===== config.mk =====
export PLATFORM = sky130hd
export DESIGN_NAME = inst_fetch_buf
export DESIGN_NICKNAME = d
export VERILOG_FILES = /design/src/rtl/inst_fetch_buf.sv
export SDC_FILE = /design/constraint.sdc
export NUM_CORES = 1
export LEC_CHECK = 0
export BUFFER_PORTS_ARGS = -buffer_cell sky130_fd_sc_hd__buf_4
export CAP_MARGIN = 10
export CORE_MARGIN = 3
export CORE_UTILIZATION = 40
export CTS_BUF_LIST = sky130_fd_sc_hd__clkbuf_8
export CTS_CLUSTER_DIAMETER = 50
export CTS_CLUSTER_SIZE = 14
export DETAILED_ROUTE_END_ITERATION = 8
export PLACE_DENSITY = 0.64
export SLEW_MARGIN = 20
export SYNTH_ARGS = -nofsm -noshare
export SYNTH_HDL_FRONTEND = slang
export SYNTH_SLANG_ARGS = --single-unit
export TNS_END_PERCENT = 30

===== constraint.sdc =====
create_clock -name clk -period 7.76 [get_ports clk]
set_input_delay 1.552 -clock clk [delete_from_list [all_inputs] [get_ports clk]]
set_output_delay 1.552 -clock clk [all_outputs]
set_load 0.1 [all_outputs]

===== src/rtl/inst_fetch_buf.sv =====
// Two-entry fully associative instruction fetch buffer between the core ROM port
// and a multi-cycle memory bus, with optional next-sequential-word prefetch.
module inst_fetch_buf #(
  parameter int ADDR_W      = 32,
  parameter int DATA_W      = 32,
  parameter bit PREFETCH_EN = 1'b1
) (
  input  logic              clk,
  input  logic              rst,
  input  logic              rom_ce_i,
  input  logic [ADDR_W-1:0] rom_addr_i,
  input  logic              flush_i,
  output logic [DATA_W-1:0] rom_data_o,
  output logic              stallreq_o,
  output logic              mem_req_o,
  output logic [ADDR_W-1:0] mem_addr_o,
  input  logic              mem_ack_i,
  input  logic [DATA_W-1:0] mem_data_i
);

  localparam int TAG_W = ADDR_W - 2;

  typedef enum logic [1:0] {IDLE, FETCH, PREFETCH} state_t;

  state_t            state;
  logic [1:0]        valid;
  logic [TAG_W-1:0]  tag  [2];
  logic [DATA_W-1:0] data [2];
  logic              lru;
  logic              discard;

  logic [TAG_W-1:0]  cur_tag;
  logic [TAG_W-1:0]  nxt_tag;
  logic [1:0]        match;
  logic [1:0]        nxt_match;
  logic              hit;
  logic              victim;
  logic              fill;
  logic              unused_lsb;

  assign cur_tag    = rom_addr_i[ADDR_W-1:2];
  assign nxt_tag    = cur_tag + TAG_W'(1);
  assign unused_lsb = ^rom_addr_i[1:0];

  always_comb begin
    match     = '0;
    nxt_match = '0;
    for (int i = 0; i < 2; i++) begin
      match[i]     = valid[i] && (tag[i] == cur_tag);
      nxt_match[i] = valid[i] && (tag[i] == nxt_tag);
    end
  end

  // Hits are masked during a flush so the core never consumes a word being invalidated.
  assign hit        = rom_ce_i && !flush_i && (|match);
  assign rom_data_o = hit ? (match[0] ? data[0] : data[1]) : '0;
  assign stallreq_o = rom_ce_i && !hit;

  assign victim = match[0] ? 1'b1 : (match[1] ? 1'b0 : lru);
  assign fill   = (state != IDLE) && mem_ack_i && !flush_i && !discard;

  always_ff @(posedge clk or negedge rst) begin
    if (!rst) begin
      state      <= IDLE;
      valid      <= '0;
      lru        <= 1'b0;
      discard    <= 1'b0;
      mem_req_o  <= 1'b0;
      mem_addr_o <= '0;
      for (int i = 0; i < 2; i++) begin
        tag[i]  <= '0;
        data[i] <= '0;
      end
    end else begin
      if (flush_i) valid <= '0;
      if (fill) begin
        valid[victim] <= 1'b1;
        tag[victim]   <= mem_addr_o[ADDR_W-1:2];
        data[victim]  <= mem_data_i;
        lru           <= ~victim;
      end
      case (state)
        IDLE: begin
          discard <= 1'b0;
          if (rom_ce_i && !hit) begin
            mem_req_o  <= 1'b1;
            mem_addr_o <= {cur_tag, 2'b00};
            state      <= FETCH;
          end else if (PREFETCH_EN && hit && !(|nxt_match)) begin
            mem_req_o  <= 1'b1;
            mem_addr_o <= {nxt_tag, 2'b00};
            state      <= PREFETCH;
          end
        end
        default: begin
          // The bus cannot abort, so a flush only marks the pending word as stale.
          if (flush_i) discard <= 1'b1;
          if (mem_ack_i) begin
            mem_req_o <= 1'b0;
            discard   <= 1'b0;
            state     <= IDLE;
          end
        end
      endcase
    end
  end

endmodule


-- Yosys cells after proc, flatten, opt, wreduce, memory -nomap -nowiden
Cells that the tools add are included.
- register bits after elaboration: 163
- input bits: 69
- output and inout port bits: 66
- word-level logic and storage cells: 76
- $add $sub $neg: 1
- $lt $le $gt $ge: 4
- eq/ne operators: 5
- muxes and demuxes: 27
- bitwise gates (word level): 3
- reductions and logical operators: 26
- operators with widths (cell ; count):
    two-way mux 32 bit ; 5
    equality test 30 bit ; 4
    bitwise mux 64 bit ; 1
    bitwise mux 60 bit ; 1
    demux 32 bit (select 1 bit) ; 1
    adder 30 x 1 -> 30 bit (second input constant) ; 1
    demux 30 bit (select 1 bit) ; 1
    two-way mux 30 bit ; 1
    logical AND 1 bit ; 13
    two-way mux 2 bit ; 6
    two-way mux 1 bit ; 10
    nonzero test 2 bit ; 3
    zero test 1 bit ; 4
    AND reduction 2 bit ; 2
    OR reduction 2 bit ; 2
    != test 3 bit (second input constant) ; 1
    nonzero test 3 bit ; 1
    >= comparator 2 bit (second input constant) ; 1
    zero test 2 bit ; 1
    less-than comparator 1 x 2 -> 1 bit (second input constant) ; 1
    less-than comparator 2 x 1 -> 1 bit (second input constant) ; 1
    inverter 1 -> 2 bit ; 1
    bitwise OR 2 bit ; 1
    demux 1 bit (select 1 bit) ; 1
    other kinds (2) ; 2

-- Logic depth before layout (Yosys ltp)
- depth in word-level cells: 10
- depth in mapped cells: 14
- gate-level depth less buffers: 10

-- Worst setup path after synthesis
Ideal clock, no wire load.
- kind: input-to-output
- from: input rom_addr_i[20]
- to: output rom_data_o[10]
- arrival: 4.761 ns
- required time: 6.208 ns
- setup slack: 1.447 ns
- stages: 9
- buffers on the path: 2
- cells stage by stage: buf_2 xnor2_1 nand4_1 or4_1 or4_1 a21oi_1 nand2_1 clkbuf_1 nor2_1
- word-level cells in the longest chain between the ends: 5
- elaborated cells on any way between the ends: 8
- those cells by class: eq/ne: 2; mux: 2; reduce/logical: 4
- ends and longest elaborated chain (item ; RTL line ; text):
    from (decl) ; 11 ; input logic [ADDR_W-1:0] rom_addr_i,
    equality test 30 bit ; 49 ; match[i] = valid[i] && (tag[i] == cur_tag);
    logical AND 1 bit ; 49 ;
    OR reduction 2 bit ; 55 ; assign hit = rom_ce_i && !flush_i && (|match);
    logical AND 1 bit ; 55 ;
    two-way mux 32 bit (*) ; 56 ; assign rom_data_o = hit ? (match[0] ? data[0] : data[1]) : '0;
    to (decl) ; 13 ; output logic [DATA_W-1:0] rom_data_o,
Every way passes the cells marked *; elsewhere a longest branch is shown, timed or not.

-- Worst setup path in the final report
- from: input rom_addr_i[21]
- to: output rom_data_o[9]
The elaborated chain is that of the path after synthesis.

==> run summary <==
Post-synth cell types: 74
Most frequent cells in the layout: dfrtp_1, mux2_2, buf_4
Sw Share: 0.428
Root buf cell: clkbuf_8
Clk buf depth: 2
RSZ-0062 raised after global routing: false
Async SR Flop Fraction: 1.00
Period utilisation layout: 0.775
Final setup viols: 0
CTS Hold Bufs: 0
Achievable Freq: 166 MHz
Synth top area share: 0.414
Crit-path most repeated cell: buf_4
Fin Clk Skew: 0.0283 ns
Layout area overhead: 15.9%
Max Slew Vio Count: 0
Worst-Margin Slew: 0.958 ns
Hold Slack: 0.514 ns
Syn_area_per_cell: 10.8 um2
Number of flops mapped to enable cells by yosys: 0
Antenna violations before repair: 1
Post-DP HPWL: 20.2 mm
Clock power frac: 0.175
Largest cells by area after synthesis: dfrtp_1, mux2_2, xnor2_1
Drt wl/cell: 20.6 um
H-tree Lvls: 4
Critical path type: input pin to output port
Die Width: 162 um
Core box area: 23700 um2
Via count: 7557
Most used DFF post-synth: dfrtp_1
Largest net degree at the start of global routing: 95
DP Area: 10900 um2
Cts bufs inserted: 17
Ports: 135
Hold Violations, Final: 0
Register area share after synthesis: 0.414
Layout net count: 1075
Crit path time final: 6.01 ns
Vert. Die Dim: 162 um
Die area: 26300 um2
Flop pwr share: 0.390
Initial Util: 0.411
Clk Latency, worst-skew pair: 0.48 ns
# diodes: 0
Commonest non-fill, non-tap cell in the layout: dfrtp_1
Post-route antenna net violation count: 0
Outcome: finished, final reports clean
GP Congestion: 0.945
Worst Hold Class: flip-flop to flip-flop
Drt drc: 0
Port bufs: 130
Internal Power: 2.15 mW
1st-pass router iterations: 6
Relative max-transition margin: 0.359
Via/cell ratio: 5.65
Slowest-stage cell, CP: xnor2_1
CP top delay family: simple AND/OR/NAND/NOR gates
DRT iter0 DRCs: 619
Resized cells post-CTS: 0
Design area: 11300 um2
First-pass GRT wire length: 43.5 mm
Post-CTS setup buffers: 0
Pwr per Cell Area: 332 nW/um2
Clock transition at path regs: 0.10 ns
Post-layout power: 3.75 mW
CP peak stage delay: 0.52 ns
Worst vdd ir: 0.000168 V
CP Launch Type: input pin
Share of cells above drive strength 1: 0.346
Post-Route WL: 27.6 mm
Sw Pwr: 1.61 mW
Site row count: 56
#FFs+latches synth: 161
Synth area leader: dfrtp_1
Clk sinks: 161
Combinational share of power: 0.435
Crit-path cells: buf_4, xnor2_1, nand4_1, or4_1, or4_1, a21oi_1, nand2_1, buf_4, nor2_1, buf_4
Overall Global Routing Usage: 0.212
Fill cell count: 2280
Max-Cap Viols: 0
Crit end category: output port
WP data arrival: 4.46 ns
Accumulated negative setup slack: 0 ns
Static leakage power: 4.81 nW
CP required: 6.21 ns
Synth Instances: 904
Mapped Area: 9740 um2
Crit-path max FO: 33
GRT overflow: 0
Worst path buffer plus inverter count: 3
CTS tree: done
YS warnings: 0
Vias in the first global route: 7495
==> metal layers <==
metal,share of wire,wire length [um],track usage,vias to the layer above
li1,-,-,-,3483
met1,0.44,12200,0.287,3752
met2,0.45,12500,0.331,273
met3,0.081,2240,0.0632,47
met4,0.023,623,0.0617,2
met5,0.00073,20,0,-
==> cell type report <==
class                           instances  area (um2)  share of cell area
Clock buffer                           17         234              0.0207
Clock inverter                         15         191              0.0169
Inverter                               10        37.5             0.00332
Multi-Input combinational cell        669        5300               0.470
Sequential cell                       161        4030               0.357
Tap cell                              319         399              0.0353
Timing Repair Buffer                  146        1100              0.0974
==> logic make-up (layout without fill, tap and decap cells) <==
group	after synthesis	count (layout)	synth area share
XOR/XNOR	119	119	0.107
adder cells (fa/ha/maj)	1	1	0.00128
other	1	2	0.000385
flip-flops	161	161	0.414
AO/OA/AOI/OAI	68	68	0.0503
multiplexers	189	189	0.218
buffers and inverters	75	188	0.0452
AND/OR/NAND/NOR	290	290	0.164
==> Yosys cell counts, types with 4 or more instances <==
cell type    n
nor3_1      20
nand2_1     40
a21oi_1     12
o21ai_0     11
mux2_2     145
mux2i_1     34
and2_1       6
nor2_1      59
buf_2       14
and4_1       6
or4_1       11
dfrtp_1    161
buf_6       14
mux2_4      10
nand4_1     47
xnor2_1     85
inv_1       10
buf_4        4
nand3_1     37
clkbuf_1    31
o31ai_1      6
xor2_1      34
and3_1       7
a211oi_1     4
nor4_1      23
or3_1        4
nor2b_1      6
==> power by group through the flow <==
stage               Sequential [mW]  Combinational [mW]  Clock, mW
floorplan                      1.68               0.950          0
global placement               1.46                1.61          0
detailed placement             1.48                1.62          0
CTS                            1.47                1.62      0.676
global route                   1.52                1.74      0.712
finish                         1.46                1.63      0.657
==> registers in the layout, indices dropped and copies added, names as in the netlist <==
name,cells
mem_req_o,1
valid,2
discard,1
lru,1
mem_addr_o,30
tag,60
state,2
data,64
==> metrics by stage <==
stage,worst slack [ns],util,cells
4_1_cts,1.83,0.477,1337
2_1_floorplan,1.45,-,905
5_1_grt,1.68,0.477,1337
6_report,1.75,0.477,1337
3_5_place_dp,1.67,0.459,1305
3_3_place_gp,1.67,0.459,1305
==> final timing paths <==
check / cells after the start / endpoint / slack (ns) / from
min reg2reg: 1 / data[53] / 0.51 / data[53]
min: 1 / data[53] / 0.51 / data[53]
min in group asynchronous: 1 / tag[43] / 1.11 / rst
max reg2reg: 10 / mem_addr_o[19] / 3.53 / tag[34]
max in group asynchronous: 2 / state[1] / 5.14 / rst
max: 10 / rom_data_o[9] / 1.75 / rom_addr_i[21]
Note: power is estimated with default switching activity, not from simulation.
